**src/rtl/cpu_io_pkg.sv**
```systemverilog
// Shared constants, pointer-width helper and read-response type for the CPU I/O controller.
package cpu_io_pkg;

  localparam int DEF_DATA_W = 16;
  localparam int DEF_IN_W   = 4;
  localparam int MAX_IN_CH  = 8;

  function automatic int ptr_w(input int depth);
    return $clog2(depth) + 1;
  endfunction

  // The data field only has to carry a zero-extended IN_W sample, so the
  // package default width is enough; the top widens or narrows it to DATA_W.
  typedef struct packed {
    logic                  valid;
    logic                  err;
    logic [DEF_DATA_W-1:0] data;
  } rd_resp_t;

endpackage

```
**src/rtl/cpu_io_ctrl_fifo.sv**
```systemverilog
// io_fifo: single-clock FIFO with extra-MSB pointers; full/empty come from registered state only.
module io_fifo
  import cpu_io_pkg::*;
#(
  parameter int W     = 4,
  parameter int DEPTH = 8
) (
  input  logic         clk,
  input  logic         reset,
  input  logic         push,
  input  logic [W-1:0] din,
  input  logic         pop,
  output logic [W-1:0] dout,
  output logic         full,
  output logic         empty
);

  localparam int PW = ptr_w(DEPTH);
  localparam int AW = PW - 1;

  logic [W-1:0]  mem [DEPTH];
  logic [PW-1:0] wp, rp;
  logic          do_push, do_pop;

  assign empty   = (wp == rp);
  assign full    = (wp[AW] != rp[AW]) && (wp[AW-1:0] == rp[AW-1:0]);
  assign do_push = push && !full;
  assign do_pop  = pop && !empty;
  assign dout    = mem[rp[AW-1:0]];

  always_ff @(posedge clk or negedge reset) begin
    if (!reset) begin
      wp <= '0;
      rp <= '0;
    end else begin
      if (do_push) wp <= wp + PW'(1);
      if (do_pop)  rp <= rp + PW'(1);
    end
  end

  // Storage needs no reset: the pointers alone define which entries are live.
  always_ff @(posedge clk) begin
    if (do_push) mem[wp[AW-1:0]] <= din;
  end

endmodule

```
**src/rtl/cpu_io_ctrl.sv**
```systemverilog
// CPU I/O controller: IN_CH buffered input channels popped on rd_en, one handshaked output register.
// Define IO_OVF_CNT_EN to build the per-channel saturating overflow counters.
module cpu_io_ctrl
  import cpu_io_pkg::*;
#(
  parameter int DATA_W     = DEF_DATA_W,
  parameter int IN_W       = DEF_IN_W,
  parameter int IN_CH      = 2,
  parameter int FIFO_DEPTH = 8,
  localparam int CH_W      = (IN_CH > 1) ? $clog2(IN_CH) : 1
) (
  input  logic                  clk,
  input  logic                  reset,
  input  logic [IN_CH-1:0]      in_valid,
  input  logic [IN_CH*IN_W-1:0] in_data,
  output logic [IN_CH-1:0]      in_ready,
  input  logic                  rd_en,
  input  logic [CH_W-1:0]       rd_ch,
  output logic                  rd_valid,
  output logic [DATA_W-1:0]     rd_data,
  output logic                  rd_err,
  input  logic                  wr_en,
  input  logic [DATA_W-1:0]     wr_data,
  output logic                  wr_ready,
  output logic                  out_valid,
  output logic [DATA_W-1:0]     out_data,
  input  logic                  out_ready,
  output logic [IN_CH*8-1:0]    ovf_cnt
);

  localparam int NSEL = 1 << CH_W;

  logic [IN_CH-1:0]            full, empty, pop;
  logic [IN_CH-1:0][IN_W-1:0]  dout;
  logic [NSEL-1:0]             sel_ok, empty_ext;
  logic [IN_W-1:0]             dout_ext [NSEL];
  logic                        hit;
  rd_resp_t                    resp_q;

  for (genvar c = 0; c < IN_CH; c++) begin : g_ch
    assign pop[c] = rd_en && (rd_ch == CH_W'(c));
    io_fifo #(.W(IN_W), .DEPTH(FIFO_DEPTH)) u_fifo (
      .clk   (clk),
      .reset (reset),
      .push  (in_valid[c]),
      .din   (in_data[c*IN_W +: IN_W]),
      .pop   (pop[c]),
      .dout  (dout[c]),
      .full  (full[c]),
      .empty (empty[c])
    );
  end

  assign in_ready = ~full;

  // Pad the select space to a power of two; unused codes read as an invalid, empty channel.
  for (genvar i = 0; i < NSEL; i++) begin : g_sel
    if (i < IN_CH) begin : g_real
      assign sel_ok[i]    = 1'b1;
      assign empty_ext[i] = empty[i];
      assign dout_ext[i]  = dout[i];
    end else begin : g_pad
      assign sel_ok[i]    = 1'b0;
      assign empty_ext[i] = 1'b1;
      assign dout_ext[i]  = '0;
    end
  end

  assign hit = rd_en && sel_ok[rd_ch] && !empty_ext[rd_ch];

  always_ff @(posedge clk or negedge reset) begin
    if (!reset) begin
      resp_q <= '0;
    end else begin
      resp_q.valid <= hit;
      resp_q.err   <= rd_en && !hit;
      if (hit) resp_q.data <= DEF_DATA_W'(dout_ext[rd_ch]);
    end
  end

  assign rd_valid = resp_q.valid;
  assign rd_err   = resp_q.err;
  assign rd_data  = DATA_W'(resp_q.data);

  assign wr_ready = !out_valid || out_ready;

  always_ff @(posedge clk or negedge reset) begin
    if (!reset) begin
      out_valid <= 1'b0;
      out_data  <= '0;
    end else if (wr_en && wr_ready) begin
      out_valid <= 1'b1;
      out_data  <= wr_data;
    end else if (out_ready) begin
      out_valid <= 1'b0;
    end
  end

`ifdef IO_OVF_CNT_EN
  for (genvar c = 0; c < IN_CH; c++) begin : g_ovf
    logic [7:0] cnt;
    always_ff @(posedge clk or negedge reset) begin
      if (!reset)                                cnt <= '0;
      else if (in_valid[c] && full[c] && cnt != 8'hFF) cnt <= cnt + 8'd1;
    end
    assign ovf_cnt[c*8 +: 8] = cnt;
  end
`else
  assign ovf_cnt = '0;
`endif

endmodule

```
**config.mk**
```make
export PLATFORM = sky130hd
export DESIGN_NAME = cpu_io_ctrl
export DESIGN_NICKNAME = d
export VERILOG_FILES = /design/src/rtl/cpu_io_pkg.sv /design/src/rtl/cpu_io_ctrl_fifo.sv /design/src/rtl/cpu_io_ctrl.sv
export SDC_FILE = /design/constraint.sdc
export NUM_CORES = 1
export LEC_CHECK = 0
export BUFFER_PORTS_ARGS = -buffer_cell sky130_fd_sc_hd__clkbuf_2
export CAP_MARGIN = 20
export CORE_ASPECT_RATIO = 1.1
export CORE_MARGIN = 5
export CORE_UTILIZATION = 55
export CTS_CLUSTER_SIZE = 8
export DETAILED_ROUTE_END_ITERATION = 16
export PLACE_DENSITY = 0.85
export SYNTH_ARGS = -nofsm -noshare
export SYNTH_HDL_FRONTEND = slang
export SYNTH_SLANG_ARGS = --single-unit
```
**constraint.sdc**
```tcl
create_clock -name clk -period 2.3 [get_ports clk]
set_input_delay 0.115 -clock clk [delete_from_list [all_inputs] [get_ports clk]]
set_output_delay 0.115 -clock clk [all_outputs]
set_load 0.02 [all_outputs]
```
==> metrics list <==
- Netlist area before placement: 4530 sq um
- Cts hold-fix bufs: 19
* Number of DRC violations after detailed routing: 0
- In the routed layout, each cell is associated on average with a via count of 5.28.
- Period minus WS final: 2.12 ns
* Antenna-violating nets left: 0
- Die height: 105 um
* Unrepaired setup endpoints after global routing: false
- The total overflow left after global routing is 0.
- Xor and xnor fraction of the mapped netlist area: 4.92%
- Pleak: 2.06 nW
- PortBufs: 57
* Mux contribution to synthesized area: 14.9%
* Share of layout cells above drive strength 1: 37.6%
- For this run, the total global-route usage over all layers was measured as 16.8%.
- Startpoint type of the worst setup path: flop
- The tool flagged a number of max-cap violations equal to 0.
- Upper clock frequency limit: 0.473 GHz
- Adding up every negative setup slack in the final design gives 0 ns.
* Total number of nets in the final design: 393
* Post-synthesis adder-cell area fraction: 1.10%
- Hold/Removal Path Class: in2reg
- Simple logic cell fraction of the synthesized area: 5.94%
- Part of the Yosys area used for sequential elements: 64.0%
* Run status: complete, no violations
* Final setup slack of the worst path: 0.184 ns
- Iteration-0 DRC Markers: 142
- CTS sink count: 103
- Timing analysis after detailed placement gives a worst setup slack of 0.212 ns.
* Largest net degree at the start of global routing: 40
- The number of setup buffers added after CTS is 0.
* Floorplan die width: 96.5 um
* Synth Area per Inst: 16.7 sq um
- Once detailed placement completed, the half-perimeter wirelength came to 5760 um.
* Worst-case headroom to the max-slew limit: 37.3%
- Area growth syn-to-layout: 15.2%
* Worst vdd rail ir drop: 487 uV
* FP Rows: 34
- Total number of vias: 2483
- Core box area: 7960 sq um
- Maximum buffer depth of the clock tree: 2
- Worst path required time: 2.31 ns
- In this run the clock root is driven by a sky130_fd_sc_hd__clkbuf_8.
* Peak fanout along the critical path: 8
- The congestion estimate from routability-driven global placement came to 0.777.
- WP data arrival: 2.13 ns
- Clock-pin slew was measured on the worst setup and hold paths at 0.10 ns.
- Setup violations remaining at the end of the flow were counted as 0.
- Final Routed Wirelength: 8120 um
* Ranking of synthesized cells by area: sky130_fd_sc_hd__edfxtp_1, sky130_fd_sc_hd__dfrtp_1, sky130_fd_sc_hd__mux4_2
* Type of the setup path with the least slack: reg2reg
* Area share of the leading cell type in the synthesized netlist: 42.4%
- Count of instances resized after the clock tree is built: 0
* Wire length per cell after detailed routing: 17.3 um
* Floorplan die area: 10200 sq um
* Top_reg_cell synth: sky130_fd_sc_hd__edfxtp_1
- In this run the number of H-tree levels came out at 3.
* Most common cell after layout, fill and taps aside: sky130_fd_sc_hd__edfxtp_1
* Drt first pass iters: 4
* First-pass GRT wire length: 12700 um
- Post-synthesis compound-gate area fraction: 2.54%
- The later pin in the worst-skew pair is clocked with a latency of 0.37 ns.
- Dividing total power by cell area gives a power density of 1140 nW/um^2.
- The synthesized design contains 103 register bits.
- The count of endpoints failing hold in the final timing report was 0.
- Count of unique library cells instantiated by Yosys: 33
* Antenna diode count: 0
- Worst Skew: 0.00819 ns
- Commonest cells after routing, fill and taps aside: sky130_fd_sc_hd__edfxtp_1, sky130_fd_sc_hd__clkbuf_2, sky130_fd_sc_hd__dfrtp_1, sky130_fd_sc_hd__conb_1, sky130_fd_sc_hd__mux2_2
* Cells after synthesis: 271
- By area, the combinational part of the netlist is dominated by multiplexers.
* Initial antenna violation count: 0
* Element type at the critical path end: flop
- After filler insertion, the fill cell instance count of the layout stands at 527.
* Post-synth ARST share: 37.9%
- Final Slew Violations: 0
* Effective utilization at floorplan: 56.9%
- The number of global-route vias before repair is 2571.
- Count of flip-flops with a built-in enable after synthesis: 64
- Of the available clock period, the critical path in the final layout requires 92.0%.
- Actual slew at the worst max-slew pin: 0.940 ns
- TritonCTS Buffers: 9
* Top-level I/O count: 86
- Clock tree from TritonCTS: done
- The synthesized design spends more area on one cell type than any other, namely sky130_fd_sc_hd__edfxtp_1.
* Yosys warns: 0
[area by class of cell]
type | count | area (sq um) | area share (%)
inverters | 2 | 7.51 | 0.144
repair buffers | 87 | 558 | 10.7
multi-input cells | 154 | 1440 | 27.6
flip-flops and latches | 103 | 2900 | 55.6
well taps | 108 | 135 | 2.59
clock buffers | 9 | 124 | 2.37
clock inverters | 7 | 56.3 | 1.08
[routing by layer]
metal,vias up,global-route usage [%],part of all wire [%]
met5,-,0,0
met4,0,7.72,2.6
met3,22,4.67,8.9
met2,109,26.3,48
met1,1228,21.6,40
li1,1124,-,-
[stage by stage]
stage | cell area, sq um | cells | hold slack (ns) | util [%] | total power [mW]
finish | 5220 | 470 | 0.0329 | 65.6 | 5.93
global route | 5220 | 470 | 0.0323 | 65.6 | 6.30
CTS | 5220 | 470 | 0.0264 | 65.6 | 5.98
detailed placement | 4850 | 435 | 0.307 | 60.9 | 4.93
global placement | 4850 | 435 | 0.294 | 60.9 | 4.84
floorplan | 4630 | 298 | -0.181 | - | 4.40
[worst max-delay path, stage by stage (launching register included)]
cell and delay [ns]:
sky130_fd_sc_hd__dfrtp_1 0.51, sky130_fd_sc_hd__xor2_1 0.35, sky130_fd_sc_hd__or4_4 0.23, sky130_fd_sc_hd__nand3_1 0.16
sky130_fd_sc_hd__nor3_1 0.52
[where the power goes]
part	internal [mW]	leakage [nW]	total, mW	switching (mW)
clock network	0.407	0.0920	1.02	0.617
logic	1.02	0.934	2.22	1.20
registers	2.39	1.04	2.68	0.289
[synthesized netlist by cell type (5+ instances only)]
cell	number
sky130_fd_sc_hd__xnor2_1	8
sky130_fd_sc_hd__mux4_2	16
sky130_fd_sc_hd__nor3_1	8
sky130_fd_sc_hd__edfxtp_1	64
sky130_fd_sc_hd__mux2_2	20
sky130_fd_sc_hd__xor2_1	10
sky130_fd_sc_hd__nor2_1	10
sky130_fd_sc_hd__dfrtp_1	39
sky130_fd_sc_hd__mux2i_1	9
sky130_fd_sc_hd__nand2_1	5
sky130_fd_sc_hd__buf_4	28
sky130_fd_sc_hd__nand2b_1	6
[worst paths after layout]
path                       cells past startpoint  slack (ns)                        startpoint                                 end
max                                            4        0.18  g_ch[0].u_fifo.wp[0]$_DFFE_PN0P_  g_ch[0].u_fifo.mem[0][2]$_DFFE_PP_
min                                            1        0.03                        in_data[7]  g_ch[1].u_fifo.mem[7][3]$_DFFE_PP_
max reg2reg                                    4        0.18  g_ch[0].u_fifo.wp[0]$_DFFE_PN0P_  g_ch[0].u_fifo.mem[0][2]$_DFFE_PP_
min reg2reg                                    1        0.51           out_data[6]$_DFFE_PN0P_             out_data[6]$_DFFE_PN0P_
max in group asynchronous                      2        1.30                             reset    g_ch[0].u_fifo.wp[2]$_DFFE_PN0P_
min in group asynchronous                      2        0.41                             reset    g_ch[1].u_fifo.wp[2]$_DFFE_PN0P_
[cells by family (layout without fill, tap and decap cells)]
group | after synthesis | in the layout
buf+inv | 41 | 105
fa+ha+maj | 4 | 4
flops | 103 | 103
simple gates | 47 | 47
xor+xnor | 22 | 22
other cells | 1 | 28
mux | 45 | 45
compound gates | 8 | 8
[registers in the layout, summed over array words and instances (netlist names)]
name             flops
g_ch.u_fifo.mem     64
out_data            16
g_ch.u_fifo.rp       8
g_ch.u_fifo.wp       8
rd_data              4
out_valid            1
rd_err               1
rd_valid             1
No activity file was read; power rests on OpenSTA's default activity.
